<file path="config.mk">
export PLATFORM = sky130hd
export DESIGN_NAME = em_stage_reg
export DESIGN_NICKNAME = d
export VERILOG_FILES = /design/src/rtl/em_stage_reg.sv
export SDC_FILE = /design/constraint.sdc
export NUM_CORES = 1
export LEC_CHECK = 0
export BUFFER_PORTS_ARGS = -buffer_cell sky130_fd_sc_hd__buf_2
export CORE_ASPECT_RATIO = 2
export CORE_MARGIN = 4
export CORE_UTILIZATION = 49
export DETAILED_ROUTE_END_ITERATION = 12
export GPL_ROUTABILITY_DRIVEN = 0
export PLACE_DENSITY = 0.95
export SLEW_MARGIN = 10
export SYNTH_ARGS = -nofsm -noshare
export SYNTH_HDL_FRONTEND = slang
export SYNTH_SLANG_ARGS = --single-unit
export TNS_END_PERCENT = 50
</file>
<file path="constraint.sdc">
create_clock -name CLK -period 2.6 [get_ports CLK]
set_input_delay 0.26 -clock CLK [delete_from_list [all_inputs] [get_ports CLK]]
set_output_delay 0.26 -clock CLK [all_outputs]
set_load 0.05 [all_outputs]
</file>
<file path="src/rtl/em_stage_reg.sv">
// EX/MEM pipeline stage register with dcache request tracking (IDLE/WAIT/DONE).
// Define EM_STALL_CNT_EN to build the per-instruction WAIT-cycle counter; otherwise stall_cnt is 0.
module em_stage_reg #(
  parameter int PAYLOAD_W = 96,
  parameter int CNT_W     = 16
) (
  input  logic                 CLK,
  input  logic                 nRST,
  input  logic                 ihit,
  input  logic                 dhit,
  input  logic                 flush,
  input  logic                 in_valid,
  input  logic [PAYLOAD_W-1:0] in_payload,
  input  logic                 in_ren,
  input  logic                 in_wen,
  input  logic                 in_atomic,
  output logic                 out_valid,
  output logic [PAYLOAD_W-1:0] out_payload,
  output logic                 dmemREN,
  output logic                 dmemWEN,
  output logic                 out_atomic,
  output logic                 mem_busy,
  output logic [CNT_W-1:0]     stall_cnt,
  output logic [1:0]           o_dbg_state
);

  typedef enum logic [1:0] {
    IDLE = 2'd0,
    WAIT = 2'd1,
    DONE = 2'd2
  } state_t;

  state_t                 r_state;
  logic                   r_valid;
  logic [PAYLOAD_W-1:0]   r_payload;
  logic                   r_ren;
  logic                   r_wen;
  logic                   r_atomic;
  logic                   w_adv;
  logic                   w_flush;
  logic                   w_req_load;

  // Handshake: the stage advances on ihit unless a request is outstanding;
  // an outstanding request completes in any cycle dhit is high.
  assign w_adv      = ihit && (r_state != WAIT || dhit);
  assign w_flush    = flush && ihit;
  assign w_req_load = in_valid && (in_ren || in_wen);

  always_ff @(posedge CLK or negedge nRST) begin
    if (!nRST) begin
      r_state   <= IDLE;
      r_valid   <= 1'b0;
      r_payload <= '0;
      r_ren     <= 1'b0;
      r_wen     <= 1'b0;
      r_atomic  <= 1'b0;
    end else if (w_flush) begin
      r_state   <= IDLE;
      r_valid   <= 1'b0;
      r_payload <= '0;
      r_ren     <= 1'b0;
      r_wen     <= 1'b0;
      r_atomic  <= 1'b0;
    end else if (w_adv) begin
      r_state   <= w_req_load ? WAIT : IDLE;
      r_valid   <= in_valid;
      r_payload <= in_payload;
      r_ren     <= in_valid && in_ren;
      r_wen     <= in_valid && in_wen;
      r_atomic  <= in_valid && in_atomic;
    end else if (r_state == WAIT && dhit) begin
      // Completed without ihit: drop the request but keep the instruction.
      r_state   <= DONE;
      r_ren     <= 1'b0;
      r_wen     <= 1'b0;
      r_atomic  <= 1'b0;
    end
  end

`ifdef EM_STALL_CNT_EN
  logic [CNT_W-1:0] r_stall_cnt;

  always_ff @(posedge CLK or negedge nRST) begin
    if (!nRST) begin
      r_stall_cnt <= '0;
    end else if (w_flush || w_adv) begin
      r_stall_cnt <= '0;
    end else if (r_state == WAIT && !dhit && r_stall_cnt != {CNT_W{1'b1}}) begin
      r_stall_cnt <= r_stall_cnt + {{(CNT_W-1){1'b0}}, 1'b1};
    end
  end

  assign stall_cnt = r_stall_cnt;
`else
  assign stall_cnt = '0;
`endif

  assign out_valid   = r_valid;
  assign out_payload = r_payload;
  assign dmemREN     = r_ren;
  assign dmemWEN     = r_wen;
  assign out_atomic  = r_atomic;
  assign mem_busy    = (r_state == WAIT);
  assign o_dbg_state = r_state;

endmodule

</file>
# After elaboration in Yosys (flattened, before gate mapping)
# Index checks and enable logic that the tools add are counted.
word_totals:
  register_bits: 102
  latch_bits: 0
  ramBits: 0
  mem_bits_ro: 0
  output_inout_bits: 119
  word_cells: 34
  mem_count: 0
op_classes:
  addsub: 0
  mul: 0
  div: 0
  magnitude_cmp: 0
  n_eq_ne: 2
  shifts: 0
  muxes: 15
  bitwise_logic: 0
  reduce_logical: 11
ops:
  columns: ["operator", "count"]
  rows:
  - ["96-bit two-way mux", 2]
  - ["1-bit two-way mux", 10]
  - ["1-bit logical AND", 7]
  - ["2-bit two-way mux", 3]
  - ["3-bit nonzero test", 1]
  - ["2-bit by 1-bit == test with 1-bit output, second input constant", 1]
  - ["1-bit logical OR", 2]
  - ["2-bit by 1-bit != test with 1-bit output, second input constant", 1]
  - ["2-bit nonzero test", 1]

# Longest topological paths before layout
# Gate-level depths: netlist of run 1.
logic_depth:
  ltp_word: 5
  ltp_mapped: 8
  mapped_depth_nobuf: 3

# Least setup slack after synthesis of run 1
# OpenSTA, ideal clock, no wires.
synth_path:
  path_type: "register to register"
  from: "reg r_state[0], in the netlist o_dbg_state[0]"
  to: "reg r_ren, in the netlist dmemREN"
  setup_time_ps: 122
  arrival_time_ps: 1971
  required_time_ps: 2478
  path_slack_ps: 508
  path_stages_with_launch: 4
  n_path_buf: 0
  synth_period_minus_slack_ps: 2092
  path_cell_list: "dfrtp_1 nor2b_1 a22oi_1 a32o_1"
synth_via:
  word_cells_on_any_way: 8
  classes_between: "2 x eq/ne; 2 x mux; 4 x reduce/logical"
synth_rtl:
  columns: ["element", "line_no", "source"]
  rows:
  - ["start: declaration", "33", "state_t r_state;"]
  - ["start signal: assignment", "65", "r_state <= w_req_load ? WAIT : IDLE;"]
  - ["2-bit by 1-bit == test with 1-bit output", null, null]
  - ["via mem_busy", "22", "output logic mem_busy,"]
  - ["1-bit logical AND", "71", "end else if (r_state == WAIT && dhit) begin"]
  - ["3-bit nonzero test (no line)", null, null]
  - ["end signal: assignment", "68", "r_ren <= in_valid && in_ren;"]
  - ["end: declaration", "36", "logic r_ren;"]
# The timed path passes the listed nets, and every way through them passes these cells.
# A chain may end at the register's enable or synchronous reset.

# Worst setup path in the final report of run 1
layout_path:
  from: "reg r_state[1], in the netlist o_dbg_state[1]"
  to: "reg r_payload[54], in the netlist out_payload[54]"
layout_via:
  elab_chain_cells: 4
layout_rtl:
  columns: ["element", "line_no", "source"]
  rows:
  - ["2-bit by 1-bit != test with 1-bit output", "45", "assign w_adv = ihit && (r_state != WAIT || dhit);"]
  - ["1-bit logical OR", "45", null]
  - ["1-bit logical AND", "45", null]
  - ["2-bit nonzero test (no line)", null, null]
  - ["end signal: assignment", "67", "r_payload <= in_payload;"]
  - ["end: declaration", "35", "logic [PAYLOAD_W-1:0] r_payload;"]
# No other way between the ends.

==> results.py, run 1 <==
metrics = {
    "run": {
        "max_cap_violations": 0,
    },
    "floorplanning": {
        "die_h_um": 143,
        "fp.dieW_um": 75.4,
        "core_area_sq_um": 8950,
        "row_count": 49,
        "initial_core_util_pct": 49.7,
        "dieArea_sq_um": 10800,
        "num_io_pins": 224,
    },
    "sta": {
        "slew_viol_final": 0,
        "worst_pin_slew_ns": 0.709,
        "hold_violations": 0,
        "fmax_ghz": 0.531,
        "fin_setup_tns_ns": 0,
        "fin_crit_sh_pct": 72.4,
        "setup_ws_ns": 0.717,
        "post-route-min-period_ns": 1.88,
        "slew_headroom_pct": 52.8,
        "skew_ns": 0.00518,
        "rsz0062_at_grt": "false",
        "setup_violations": 0,
    },
    "logic_synthesis": {
        "yosys-top-cells-count": "dfrtp_1, a22o_1, nand3_1",
        "syn_inst": 393,
        "synth_cell_types": 22,
        "syn_avg_cell_area_sq_um": 11.3,
        "synth_area_leader_cell": "dfrtp_1",
        "synthArstFlopShare_pct": 100,
        "synth-edff-count": 0,
        "synthTopCellsByArea": "dfrtp_1, a22o_1, o311ai_0, nand2b_1, nand3_1",
        "synthMostInstantiatedCell": "dfrtp_1",
        "ys_ff_latch": 102,
        "synthesis.area_sq_um": 4450,
        "ys_warn_count": 0,
        "yosysSeqAreaShare_pct": 57.3,
        "synth-main-ff-cell": "dfrtp_1",
        "synth_top_area_share_pct": 57.3,
    },
    "hold_path": {
        "whs_path_depth": 2,
        "hp-class": "input port to flip-flop",
        "min-delay-start": "in_payload[72]",
        "min_to": "out_payload[72]",
    },
    "grt": {
        "met3_usage_pct": 5.07,
        "gr-total-overflow": 0,
        "grt_first_pass_wirelength_um": 18100,
        "grt.busiest_layer": "met2",
        "grt_max_degree": 60,
        "use_met1_pct": 24.0,
        "grt_pass1_vias": 3735,
        "grt_use_total_pct": 21.5,
        "antenna_found_initial": 0,
        "use_met2_pct": 37.5,
    },
    "route": {
        "vias": 3845,
        "routed_wl_um": 11900,
        "final_antenna_net_count": 0,
        "dr.first_iter.drc_count": 180,
        "drc": 0,
        "via_per_inst": 5.60,
        "drt-pass1-iter-count": 4,
        "wl_per_cell_um": 17.3,
    },
    "worst_setup_path": {
        "arrival_ns": 2.08,
        "r2r-start": "o_dbg_state[1]",
        "reg2reg_to": "out_payload[54]",
        "critPathKind": "flip-flop to flip-flop",
        "critPathCaptureType": "flip-flop",
        "reg2reg_slack_ns": 0.72,
        "crit_path_start_kind": "flip-flop",
        "ff2ff_path_depth": 3,
        "worstPathRequired_ns": 2.80,
        "cp_max_fo": 52,
    },
    "clock_network": {
        "cts-htree-levels": 3,
        "clk_latency_ns": 0.33,
        "cts_resized": 0,
        "clk_pin_slew_worst_paths_ns": 0.07,
        "cts_tree": "done",
        "cts_setup_buffers": 0,
        "clockRootBuffer": "clkbuf_16",
        "cts.path.max_buffers": 2,
        "cts.sinks": 102,
        "numCtsBuffers": 9,
    },
    "cells_and_area": {
        "n_antenna_cell": 0,
        "layoutNonFillerInstCount": 687,
        "syn_to_final_growth_pct": 28.9,
        "final_core_util_pct": 64.1,
        "drive_gt1_share_pct": 39.7,
        "fillers": 707,
        "final_net_count": 685,
    },
    "power_and_ir_drop": {
        "p_leak_uw": 0.00299,
        "power_density_nw_per_um2": 732,
        "p_total_uw": 4200,
        "ir_worst_vdd_mv": 0.536,
    },
    "status": {
        "status": "finished, final reports clean",
    },
    "place": {
        "dp_hpwl_um": 8950,
        "pre_cts_ws_ns": 0.523,
        "port_buffers": 207,
        "dpl.cell_count": 670,
    },
}
-- report_power, final --
part           internal [uW]  switching [uW]
sequential              1720            96.2
combinational            276             819
clock                    673             610
total                   2670            1520
-- routing by layer --
metal  wire length (um)  part of all wire, %
met5                  0                    0
met4                367                  3.1
met3               1030                  8.7
met2               6330                   53
met1               4180                   35
-- critical path: stages, from the launching register on --
cell	delay (ns)
dfrtp_1	0.43
or3b_4	0.57
buf_4	0.32
o311ai_0	0.40
-- cell type report --
class	instances	area, sq um	area share (%)
clock buffers	9	225	3.92
clock inverters	7	67.6	1.18
inverters	41	154	2.68
multi-input cells	213	1510	26.4
flip-flops and latches	102	2550	44.5
well taps	102	128	2.22
repair buffers	213	1100	19.1
-- worst max path at each step --
stage,from,end,slack [ns],cells past startpoint
final,o_dbg_state[1],out_payload[54],0.72,3
after global routing,o_dbg_state[1],out_payload[51],0.59,3
after CTS,o_dbg_state[1],out_payload[67],0.74,3
after detailed placement,flush,out_payload[74],0.52,5
after global placement,flush,out_payload[5],0.62,5
after floorplan,o_dbg_state[0],dmemREN,0.51,3
-- timing repair --
| action | 4_1_cts | 5_1_grt |
|---|---|---|
| hold buffers | 1 | 0 |
| endpoints found under the hold margin | 43 | 0 |
| setup endpoints to repair | 0 | 0 |
-- cell usage in the layout (no fill, tap or decap) --
cell type / n
buf_2: 206
buf_4: 5
clkbuf_16: 9
conb_1: 16
nor2_1: 2
nand3_1: 43
dfrtp_1: 102
dlygate4sd3_1: 1
inv_8: 1
inv_1: 41
a32o_1: 3
buf_12: 1
clkinv_2: 1
o21ai_4: 1
clkinv_8: 1
a22oi_1: 1
clkinv_4: 2
o311ai_0: 41
or3b_1: 1
nor2b_4: 1
nor2b_1: 1
inv_6: 2
nand2b_1: 42
and2_4: 1
a22o_1: 56
o21ai_0: 2
or3b_4: 1
a21oi_1: 1
-- registers in the layout, indices dropped and copies added, names as in the netlist --
signal       count
o_dbg_state      2
dmemWEN          1
dmemREN          1
out_valid        1
out_payload     96
out_atomic       1
-- stage by stage --
| step | hold slack [ns] | cell area, sq um |
|---|---|---|
| 2_1_floorplan | -0.0356 | 4510 |
| 3_3_place_gp | 0.287 | 5440 |
| 3_5_place_dp | 0.291 | 5440 |
| 4_1_cts | 0.130 | 5740 |
| 5_1_grt | 0.131 | 5740 |
| 6_report | 0.138 | 5740 |
-- cell families (layout without fill, tap and decap cells) --
group / after synthesis / count (layout) / share of synthesized area [%]
other: 1 / 16 / 0.0842
buffers and inverters: 93 / 270 / 10.4
AOI/OAI and AO/OA: 105 / 105 / 20.4
and+or+nand+nor: 92 / 92 / 11.8
DFF: 102 / 102 / 57.3
(Power assumes the default switching activity.)
==> run 2: changes to the inputs <==
CORE_UTILIZATION = 46   (was 49)
PLACE_DENSITY = 0.93   (was 0.95)
clock period = 1.9 ns   (was 2.6 ns; I/O delays follow)
==> run 2 against run 1 <==
Against the previous run: register-to-register slack worse by 0.51 ns; first-iteration DRC count increased by 12%; sequential share of layout area is 0.24 points lower; critical endpoint is now out_payload[20]; non-clock buffer count rose by 3; global-route usage is 0.18 points higher; largest cell class unchanged; maximum frequency up 11%; clock-buffer cell count is 1 higher; clock skew grew 0.0068 ns; worst setup slack lost 0.51 ns; cell count grew 0.73%.
==> results.py, run 2 (synthesized netlist as in run 1, its figures left out) <==
metrics = {
    "worst_setup_path": {
        "r2r-start": "o_dbg_state[1]",
        "arrival_ns": 1.88,
        "crit_family": "flip-flops",
        "cp_max_fo": 50,
        "ff2ff_path_depth": 3,
        "crit_path_start_kind": "flip-flop",
        "reg2reg_to": "out_payload[20]",
        "max_stage_delay_ns": 0.44,
        "reg2reg_slack_ns": 0.21,
        "critical_path.cell_chain": "or3b_4 > buf_4 > o311ai_0",
        "critPathKind": "flip-flop to flip-flop",
        "critPathBufInv": 1,
        "cp_slowest_cell": "dfrtp_1",
        "worstPathRequired_ns": 2.09,
        "critPathCaptureType": "flip-flop",
    },
    "cells_and_area": {
        "layoutNonFillerInstCount": 692,
        "final_cell_mix": "buf_2, dfrtp_1, a22o_1",
        "n_antenna_cell": 0,
        "fillers": 733,
        "syn_to_final_growth_pct": 29.6,
        "final_common_cell": "buf_2",
        "largest_reg_flops": 96,
        "final_net_count": 688,
        "drive_gt1_share_pct": 40.0,
    },
    "clock_network": {
        "hold_buffers": 1,
        "cts.sinks": 102,
        "cts.path.max_buffers": 2,
        "numCtsBuffers": 9,
        "cts_resized": 0,
        "clk_latency_ns": 0.34,
        "cts_tree": "done",
        "clk_pin_slew_worst_paths_ns": 0.08,
        "clockRootBuffer": "clkbuf_16",
        "cts-htree-levels": 3,
        "cts_setup_buffers": 0,
    },
    "floorplanning": {
        "num_io_pins": 224,
        "row_count": 50,
        "initial_core_util_pct": 47.5,
        "fp.dieW_um": 77.6,
        "die_h_um": 147,
        "core_area_sq_um": 9380,
        "dieArea_sq_um": 11400,
    },
    "grt": {
        "antenna_found_initial": 0,
        "gr-total-overflow": 0,
        "use_met2_pct": 39.9,
        "grt_first_pass_wirelength_um": 20000,
        "use_met1_pct": 24.0,
        "grt.busiest_layer": "met2",
        "grt_pass1_vias": 3977,
        "grt_use_total_pct": 21.6,
        "grt_max_degree": 63,
        "met3_usage_pct": 4.11,
    },
    "sta": {
        "worst_pin_slew_ns": 0.608,
        "post-route-min-period_ns": 1.69,
        "fin_crit_sh_pct": 88.9,
        "skew_ns": 0.0120,
        "hold_violations": 0,
        "fmax_ghz": 0.592,
        "slew_viol_final": 0,
        "setup_violations": 0,
        "slew_headroom_pct": 59.5,
        "rsz0062_at_grt": "false",
        "fin_setup_tns_ns": 0,
    },
    "hold_path": {
        "hp-class": "input port to flip-flop",
        "whs_path_depth": 2,
        "min-delay-start": "in_payload[84]",
        "min_to": "out_payload[84]",
    },
    "place": {
        "dpl.cell_count": 675,
        "port_buffers": 207,
        "dp_hpwl_um": 9210,
    },
    "power_and_ir_drop": {
        "p_seq_share_pct": 43.4,
        "power_frac_clock_pct": 30.2,
        "p_comb_share_pct": 26.4,
        "p_sw_uw": 2080,
        "p_sw_share_pct": 36.2,
        "ir_worst_vdd_mv": 0.493,
        "p_int_uw": 3660,
        "p_leak_uw": 0.00300,
        "power_density_nw_per_um2": 995,
    },
    "route": {
        "wl_per_cell_um": 17.9,
        "via_per_inst": 5.59,
        "drc": 0,
        "vias": 3867,
        "drt-pass1-iter-count": 4,
        "routed_wl_um": 12400,
        "final_antenna_net_count": 0,
        "dr.first_iter.drc_count": 202,
    },
    "status": {
        "status": "finished, final reports clean",
    },
    "run": {
        "max_cap_violations": 0,
    },
}
[run 2: cell types whose count changed in the layout (fill, tap and decap cells not counted)]
cell,previous run,this run
buf_4,5,7
clkinvlp_4,0,2
inv_6,2,0
buf_12,1,2
clkbuf_1,0,1
clkinv_2,1,0
clkinv_8,1,0
inv_8,1,2
nor2b_1,1,0
nor2b_2,0,1
[run 2: cell type report]
cell class / count / area [sq um] / area share (%)
Timing Repair Buffer: 216 / 1130 / 19.6
Clock buffer: 10 / 229 / 3.97
Clock inverter: 6 / 55.1 / 0.954
Sequential cell: 102 / 2550 / 44.2
Multi-Input combinational cell: 213 / 1520 / 26.3
Tap cell: 104 / 130 / 2.26
Inverter: 41 / 154 / 2.67
[run 2: power groups by stage]
stage	Sequential [uW]	Combinational [uW]	Clock, uW
6_report	2490	1520	1730
5_1_grt	2510	1600	1880
2_1_floorplan	3190	417	0
3_3_place_gp	2510	1490	0
4_1_cts	2490	1530	1770
3_5_place_dp	2530	1520	0
[run 2: metal layers]
| metal | vias to the layer above | wire length [um] |
|---|---|---|
| met4 | 0 | 302 |
| li1 | 1763 | - |
| met2 | 181 | 6780 |
| met5 | - | 0 |
| met1 | 1897 | 4620 |
| met3 | 26 | 682 |
[run 2: worst reg2reg max path: stages (launching register included)]
cell,delay [ns]
dfrtp_1,0.44
or3b_4,0.43
buf_4,0.27
o311ai_0,0.42
[run 2: stage by stage]
stage | power, uW | util (%) | area, sq um | setup WS, ns | hold WS [ns]
2_1_floorplan | 3610 | - | 4510 | 0.0186 | -0.106
6_report | 5740 | 61.5 | 5770 | 0.210 | 0.0663
3_5_place_dp | 4050 | 58.3 | 5480 | 0.165 | 0.0617
3_3_place_gp | 4000 | 58.3 | 5480 | 0.311 | 0.0570
4_1_cts | 5790 | 61.5 | 5770 | 0.194 | 0.0532
5_1_grt | 5990 | 61.5 | 5770 | 0.0932 | 0.0522
[run 2: how the worst max path moves through the flow]
stage                              start         endpoint  slack [ns]  cells after the start
after floorplan           o_dbg_state[0]  out_payload[50]        0.02                      6
final                     o_dbg_state[1]  out_payload[20]        0.21                      3
after global routing      o_dbg_state[1]  out_payload[71]        0.09                      3
after detailed placement  o_dbg_state[1]  out_payload[20]        0.16                      3
after CTS                 o_dbg_state[1]  out_payload[44]        0.19                      3
after global placement    o_dbg_state[1]          dmemREN        0.31                      3
==> run 3: changes to the inputs <==
GPL_TIMING_DRIVEN = 0   (was default)
==> run 3 against run 2 <==
Against the previous run: hold slack lost 0.0075 ns; largest power group unchanged; clock skew down 0.0030 ns; maximum frequency decreased by 4.7%; wire length up 9.4%; first-iteration DRC count is 18% higher; critical endpoint is now out_payload[26]; sequential cell count unchanged; non-clock buffer count up 44.
==> results.py, run 3 (synthesized netlist as in run 1, its figures left out) <==
metrics = {
    "power_and_ir_drop": {
        "p_seq_share_pct": 42.9,
        "p_total_uw": 5820,
        "power_frac_clock_pct": 30.0,
        "p_sw_share_pct": 36.5,
        "p_leak_uw": 0.00314,
        "ir_worst_vdd_mv": 0.491,
        "p_sw_uw": 2130,
        "p_int_uw": 3690,
        "p_comb_share_pct": 27.1,
        "power_density_nw_per_um2": 971,
    },
    "sta": {
        "slew_headroom_pct": 61.3,
        "post-route-min-period_ns": 1.77,
        "skew_ns": 0.00896,
        "slew_viol_final": 0,
        "fin_hold_ws_ns": 0.0588,
        "fin_crit_sh_pct": 93.3,
        "setup_ws_ns": 0.127,
        "hold_violations": 0,
        "worst_pin_slew_ns": 0.581,
        "rsz0062_at_grt": "false",
        "setup_violations": 0,
        "fmax_ghz": 0.564,
    },
    "clock_network": {
        "clk_pin_slew_worst_paths_ns": 0.07,
        "numCtsBuffers": 9,
        "cts.path.max_buffers": 2,
        "cts.sinks": 102,
        "clk_latency_ns": 0.34,
        "cts_tree": "done",
        "clockRootBuffer": "clkbuf_16",
        "cts-htree-levels": 3,
        "cts_setup_buffers": 0,
    },
    "worst_setup_path": {
        "worstPathRequired_ns": 2.10,
        "crit_path_start_kind": "flip-flop",
        "critPathKind": "flip-flop to flip-flop",
        "cp_max_fo": 10,
        "arrival_ns": 1.97,
        "critPathCaptureType": "flip-flop",
    },
    "route": {
        "drt-pass1-iter-count": 4,
        "routed_wl_um": 13600,
        "final_antenna_net_count": 0,
        "wl_per_cell_um": 18.4,
        "via_per_inst": 5.56,
        "vias": 4099,
        "dr.first_iter.drc_count": 238,
        "drc": 0,
    },
    "cells_and_area": {
        "largest_reg_flops": 96,
        "drive_gt1_share_pct": 40.5,
        "fillers": 736,
        "syn_to_final_growth_pct": 34.6,
        "final_net_count": 732,
        "final_cell_mix": "buf_2, dfrtp_1, a22o_1",
        "final_common_cell": "buf_2",
    },
    "hold_path": {
        "hp-class": "input port to flip-flop",
    },
    "grt": {
        "grt_max_degree": 62,
        "grt_first_pass_wirelength_um": 21300,
        "gr-total-overflow": 0,
        "grt_pass1_vias": 4342,
        "antenna_found_initial": 1,
        "grt_use_total_pct": 23.4,
    },
    "floorplanning": {
        "core_area_sq_um": 9380,
        "die_h_um": 147,
        "fp.dieW_um": 77.6,
        "dieArea_sq_um": 11400,
        "row_count": 50,
        "initial_core_util_pct": 47.5,
        "num_io_pins": 224,
    },
    "place": {
        "port_buffers": 206,
        "dp_hpwl_um": 10600,
        "pre_cts_ws_ns": 0.0136,
    },
    "status": {
        "status": "finished, final reports clean",
    },
    "run": {
        "max_cap_violations": 0,
    },
}
-- run 3: power groups by stage --
stage / clock network (uW) / logic [uW] / registers [uW]
final: 1750 / 1580 / 2490
after detailed placement: 0 / 1580 / 2530
after global placement: 0 / 1540 / 2510
after floorplan: 0 / 417 / 3190
after global routing: 1860 / 1660 / 2520
after CTS: 1790 / 1580 / 2490
-- run 3: critical path: stages (launching register included) --
cell      delay (ns)
dfrtp_1         0.44
or3b_4          0.43
buf_6           0.15
clkbuf_1        0.20
o311ai_1        0.40
-- run 3: metal layers --
layer	up-vias	GRT usage, %	wire (um)
met5	-	0	0
met2	181	44.3	7580
li1	1858	-	-
met3	27	4.42	828
met4	0	10.9	352
met1	2033	24.3	4790
-- run 3: final timing paths --
path / cells past startpoint / to / slack [ns] / startpoint
setup reg to reg: 4 / out_payload[26] / 0.13 / o_dbg_state[1]
max in group asynchronous: 3 / out_payload[67] / 0.80 / nRST
min in group asynchronous: 2 / out_payload[94] / 0.40 / nRST
hold reg to reg: 1 / out_atomic / 0.49 / out_atomic
hold / removal: 2 / out_payload[43] / 0.06 / in_payload[43]
setup / recovery: 4 / out_payload[26] / 0.13 / o_dbg_state[1]
-- run 3: layout make-up --
cell class	instances	area, sq um	area share, %
clock buffer	10	229	3.82
buffer	52	309	5.15
sequential	102	2550	42.6
multi-input combinational	213	1500	25.0
timing repair buffer	208	1070	17.9
clock inverter	6	51.3	0.856
antenna	1	2.50	0.0417
tap	104	130	2.17
inverter	41	154	2.57
-- run 3: metrics by stage --
stage / instances / utilization, % / setup TNS, ns / area [sq um]
finish: 737 / 63.9 / 0 / 6000
global route: 737 / 63.9 / 0 / 6000
CTS: 736 / 63.9 / 0 / 5990
detailed placement: 719 / 60.8 / 0 / 5700
global placement: 718 / 60.5 / -29.42 / 5670
floorplan: 408 / - / 0 / 4510
-- run 3: what timing repair did --
item	CTS	global route
hold endpoints to repair	41	0
gates resized for setup	1	1
hold buffers	1	0
pin swaps	0	0
endpoints found under the setup margin	1	1
